File: src/rtl/fib_table_reader.sv
// Reads a Fibonacci table (entries 0..n) once the generator is ready and streams it over valid/ready.
// Each entry is checked against the recurrence; the first failing index is kept until the next start.
module fib_table_reader #(
  parameter int                 DATA_W = 32,
  parameter int                 ADDR_W = 6,
  parameter logic [DATA_W-1:0]  SEED0  = '0,
  parameter logic [DATA_W-1:0]  SEED1  = DATA_W'(1)
) (
  input  logic              clk,
  input  logic              rst,
  input  logic              start,
  input  logic [ADDR_W-1:0] n,
  input  logic              fib_ready,
  output logic [ADDR_W-1:0] mem_addr,
  input  logic [DATA_W-1:0] mem_data,
  output logic              out_valid,
  input  logic              out_ready,
  output logic [DATA_W-1:0] out_data,
  output logic [ADDR_W-1:0] out_index,
  output logic              busy,
  output logic              done,
  output logic              err,
  output logic [ADDR_W-1:0] err_index
);

  typedef enum logic [2:0] {
    S_IDLE     = 3'd0,
    S_WAIT_GEN = 3'd1,
    S_READ     = 3'd2,
    S_SEND     = 3'd3,
    S_DONE     = 3'd4
  } state_t;

  state_t r_state;
  state_t w_state_nxt;

  logic [ADDR_W-1:0] r_idx;
  logic [ADDR_W-1:0] r_n_lat;
  logic [DATA_W-1:0] r_prev1;
  logic [DATA_W-1:0] r_prev2;
  logic              r_out_valid;
  logic [DATA_W-1:0] r_out_data;
  logic [ADDR_W-1:0] r_out_index;
  logic              r_err;
  logic [ADDR_W-1:0] r_err_index;

  logic [DATA_W-1:0] w_expected;
  logic [DATA_W-1:0] w_sum;
  logic              w_mismatch;
  logic              w_last;
  logic              w_xfer;

  always_ff @(posedge clk or posedge rst) begin
    if (rst) r_state <= S_IDLE;
    else     r_state <= w_state_nxt;
  end

  assign w_xfer = r_out_valid && out_ready;
  assign w_last = (r_idx == r_n_lat);

  always_comb begin
    w_state_nxt = r_state;
    case (r_state)
      S_IDLE, S_DONE: if (start) w_state_nxt = S_WAIT_GEN;
      S_WAIT_GEN:     if (fib_ready) w_state_nxt = S_READ;
      S_READ:         w_state_nxt = S_SEND;
      S_SEND:         if (w_xfer) w_state_nxt = w_last ? S_DONE : S_READ;
      default:        w_state_nxt = S_IDLE;
    endcase
  end

  // Sum wraps at DATA_W bits: the table is defined modulo 2^DATA_W.
  assign w_sum = r_prev1 + r_prev2;

  always_comb begin
    w_expected = w_sum;
    if (r_idx == '0)                w_expected = SEED0;
    else if (r_idx == ADDR_W'(1))   w_expected = SEED1;
  end

  assign w_mismatch = (mem_data != w_expected);

  always_ff @(posedge clk or posedge rst) begin
    if (rst) begin
      r_idx       <= '0;
      r_n_lat     <= '0;
      r_prev1     <= '0;
      r_prev2     <= '0;
      r_out_valid <= 1'b0;
      r_out_data  <= '0;
      r_out_index <= '0;
      r_err       <= 1'b0;
      r_err_index <= '0;
    end else begin
      case (r_state)
        S_IDLE, S_DONE: begin
          if (start) begin
            r_n_lat     <= n;
            r_idx       <= '0;
            r_err       <= 1'b0;
            r_err_index <= '0;
          end
        end
        S_READ: begin
          r_out_data  <= mem_data;
          r_out_index <= r_idx;
          r_out_valid <= 1'b1;
          // History tracks the table's actual contents, not the expected values.
          r_prev2     <= r_prev1;
          r_prev1     <= mem_data;
          if (w_mismatch && !r_err) begin
            r_err       <= 1'b1;
            r_err_index <= r_idx;
          end
        end
        S_SEND: begin
          if (w_xfer) begin
            r_out_valid <= 1'b0;
            if (!w_last) r_idx <= r_idx + ADDR_W'(1);
          end
        end
        default: ;
      endcase
    end
  end

  // idx is 0 while waiting and holds the last index in DONE.
  assign mem_addr  = r_idx;
  assign out_valid = r_out_valid;
  assign out_data  = r_out_data;
  assign out_index = r_out_index;
  assign err       = r_err;
  assign err_index = r_err_index;
  assign busy      = (r_state == S_WAIT_GEN) || (r_state == S_READ) || (r_state == S_SEND);
  assign done      = (r_state == S_DONE);

endmodule

File: config.mk
export PLATFORM = sky130hd
export DESIGN_NAME = fib_table_reader
export DESIGN_NICKNAME = d
export VERILOG_FILES = /design/src/rtl/fib_table_reader.sv
export SDC_FILE = /design/constraint.sdc
export NUM_CORES = 1
export LEC_CHECK = 0
export ABC_AREA = 1
export ABC_CLOCK_PERIOD_IN_PS = 9550
export CELL_PAD_IN_SITES_DETAIL_PLACEMENT = 0
export CELL_PAD_IN_SITES_GLOBAL_PLACEMENT = 1
export CORE_UTILIZATION = 42
export DETAILED_ROUTE_END_ITERATION = 10
export GPL_ROUTABILITY_DRIVEN = 0
export GPL_TIMING_DRIVEN = 1
export PLACE_DENSITY_LB_ADDON = 0.25
export SYNTH_ARGS = -nofsm -noshare
export SYNTH_HDL_FRONTEND = slang
export SYNTH_SLANG_ARGS = --single-unit
File: constraint.sdc
create_clock -name clk -period 9.55 [get_ports clk]
set_input_delay 1.91 -clock clk [delete_from_list [all_inputs] [get_ports clk]]
set_output_delay 1.91 -clock clk [all_outputs]
set_load 0.02 [all_outputs]
==> key figures <==
Placement
  • IO buf count: 96
  • Cells after DPL: 1405
  • Placed wire-length estimate: 14880 microns

Power and ir drop
  • Net Sw Frac: 52.84%
  • Power per Cell Area: 369.2 nW/um^2
  • Combinational Power Share: 66.2%
  • Net switching component of the power: 1662 uW
  • Leak: 0.004614 uW
  • Final total power: 3146 uW
  • Internal Dissipation: 1484 uW
  • Part of the total power dissipated in sequential elements: 22.0%
  • Worst ir drop on vdd: 0.1513 mV
  • Clock share of power: 11.8%

Job
  • Max-cap viol count: 0

Final layout
  • Fraction of layout instances using a drive strength above 1: 4.398%
  • Final net count: 1278
  • Fin cells: 1421
  • Core utilization of the finished layout: 52.88%
  • Area growth from synthesis to final layout: 21.21%
  • Antenna diodes: 0

Global routing
  • Combined global-route utilization of all metal layers: 23.28%
  • Vias in the first global route: 6466
  • First-pass GRT wire length: 32260 microns
  • Antenna violations before repair: 0
  • GRT Residual Overflow: 0
  • Largest net degree at the start of global routing: 63

Floorplanning
  • CORE AREA: 16120 sq um
  • Die outline area: 17260 sq um
  • Core Rows: 46
  • Die span in y: 131.4 microns
  • Number of placed I/O pins: 97
  • Initial Utilization: 43.63%
  • Die width: 131.4 microns

Timing
  • Final clock skew: 10.81 ps
  • Final Hold Slack: 478.5 ps
  • Total negative setup slack: 0 ps
  • Post-route fraction of the period consumed by the critical path: 39.96%
  • Fmax: 262.0 MHz
  • Number of failing hold endpoints at the final stage: 0
  • Number of failing setup endpoints in the final timing report: 0
  • Crit path time final: 3816 ps
  • Headroom to the max-slew limit: 49.98%
  • Number of slew-limit violations in the final report: 0
  • Slew at the pin closest to its max-slew limit: 750.3 ps
  • Unrepaired setup endpoints after global routing: false

Min path
  • Min-Delay Path Depth: 2
  • Path type of the worst min-delay path: flop to flop

Clocking
  • # clock sinks: 93
  • Number of buffers created by CTS: 9
  • Resize count post-CTS: 0
  • Bufs on Longest Clock Path: 2
  • Buffers inserted by post-CTS timing repair: 0
  • Clock latency of the later-clocked register in the worst-skew pair: 360 ps
  • Cell chosen for the clock root: clkbuf_16
  • Clock Pin Slew Worst Setup and Hold Paths: 80 ps
  • Clock tree from TritonCTS: built
  • H-tree levels: 3
  • Post-CTS Hold Buffers: 0

Logic synthesis
  • Largest family of logic cells by synthesized area: simple AND/OR/NAND/NOR gates
  • XOR/XNOR Fraction of Synth Area: 1.993%
  • Fraction of the mapped netlist area in adder cells: 6.336%
  • Post-synthesis compound-gate area fraction: 7.457%
  • Number of enable-type register cells in the synthesized netlist: 0
  • Area of the mapped netlist: 7030 sq um
  • Part of the Yosys area used for sequential elements: 33.10%
  • Ys flop type: dfrtp_1
  • #FFs+latches synth: 93
  • FFs w/ async S/R, synth: 100.0%
  • Fraction of synthesized area in multiplexers: 0%
  • Net count after synthesis: 1187
  • Number of cells produced by synthesis: 1109
  • Unique masters post-synth: 35
  • Warnings from Yosys: 0
  • Fraction of the mapped netlist area in simple logic gates: 39.10%
  • Syn_area_per_cell: 6.339 sq um

Critical path
  • CP required: 7640 ps
  • Crit path capture type: output port
  • Path type of the worst setup path: flop to output port
  • Critical path, cell by cell: nor2_1 -> inv_1 -> nor2_1 -> clkdlybuf4s50_1
  • Highest-delay cell along the critical path: clkdlybuf4s50_1
  • Delay of the slowest cell on the worst path: 620 ps
  • Critical Path Source Type: flop
  • Maximum net fanout on the critical path: 4
  • Data arrival time of the critical path: 1910 ps
  • Worst reg2reg path depth: 17
  • Dominant cell type by count on the critical path: nor2_1

Routing
  • Antenna Nets Post-Route: 0
  • DRC Markers: 0
  • Violation count after the first detailed-routing iteration: 384
  • Detailed-routing iteration count for the pre-antenna-repair pass: 5
  • Routed length per instance: 13.36 microns
  • Final routed wirelength across all metal layers: 18980 microns
  • Ratio of routed vias to standard cells: 4.816
  • Via count: 6843

Outcome
  • Result of the run: finished clean
==> cell usage after synthesis, types with 3 or more instances <==
cell	instances	area (sq um)
nand2_1	423	1588
inv_1	198	743.2
dfrtp_1	93	2327
o21ai_0	71	355.3
nand3_1	70	350.3
nor2_1	65	244.0
nand4_1	37	231.5
ha_1	34	425.4
a21oi_1	22	110.1
clkbuf_1	16	60.06
nor2_2	8	50.05
xnor2_1	8	70.07
xor2_1	8	70.07
nand2_2	7	43.79
nand3_2	7	70.07
nor3_1	7	35.03
nand3b_1	6	45.04
a31oi_1	3	18.77
buf_2	3	15.01
inv_2	3	11.26
or2_2	3	18.77
==> cell families after synthesis <==
group / after synthesis
AND/OR/NAND/NOR: 642
buffers and inverters: 222
AO/OA/AOI/OAI: 101
flip-flops: 93
adder cells (fa/ha/maj): 35
XOR/XNOR: 16
==> metal layers <==
layer / vias up / routed length, microns / global-route usage, %
met5: - / 0 / 0
met4: 0 / 231 / 5.879
met3: 14 / 1151 / 4.437
met2: 147 / 8447 / 37.65
met1: 3047 / 9153 / 31.82
li1: 3635 / - / -
==> final timing paths <==
path	start	to	slack (ps)
min in group asynchronous	rst	out_data[4]	1910
min reg2reg	err_index[0]	err_index[0]	480
min	err_index[0]	err_index[0]	480
max	r_state[0]	done	5730
max reg2reg	mem_addr[0]	err_index[2]	6060
max in group asynchronous	rst	out_data[1]	6520
==> cell type report <==
class | count | area (sq um)
fillers | 1704 | 7594
multi-input cells | 794 | 3872
flip-flops and latches | 93 | 2327
repair buffers | 100 | 991.0
inverters | 202 | 760.7
well taps | 216 | 270.3
clock buffers | 9 | 225.2
clock inverters | 7 | 75.07
==> critical path: cells and delay by family, from the launching register on <==
kind / cells / cell delay, ps
flops: 1 / 440
simple gates: 2 / 360
buf+inv: 2 / 740
==> layout by cell type, fill, tap and decap left out, types with 7 or more instances in the layout <==
master | synthesis | final
inv_1 | 198 | 197
nor3_1 | 7 | 7
dfrtp_1 | 93 | 93
nand3_2 | 7 | 7
nand4_1 | 37 | 37
nand3_1 | 70 | 70
xor2_1 | 8 | 8
xnor2_1 | 8 | 8
nor2_2 | 8 | 7
ha_1 | 34 | 34
a21oi_1 | 22 | 22
o21ai_0 | 71 | 71
nand2_2 | 7 | 7
nand2_1 | 423 | 423
clkbuf_16 | 0 | 9
clkdlybuf4s50_1 | 0 | 96
nor2_1 | 65 | 65
==> through the flow <==
step,setup slack (ps),instance area [sq um]
2_1_floorplan,5220,7030
3_3_place_gp,5571,8222
3_5_place_dp,5447,8222
4_1_cts,5711,8522
5_1_grt,5637,8522
6_report,5734,8522
==> power by group through the flow <==
stage               sequential [uW]  combinational, uW  clock (uW)
floorplan                       766               1410           0
global placement                696               2070           0
detailed placement              699               2080           0
CTS                             693               2090         381
global route                    717               2380         394
finish                          691               2080         372
==> flip-flops by register name, summed over array words and instances, names as in the netlist <==
name       flops
err            1
err_index      6
mem_addr       6
out_data      32
out_index      6
out_valid      1
r_n_lat        6
r_prev2       32
r_state        3
No activity file was read; power rests on OpenSTA's default activity.
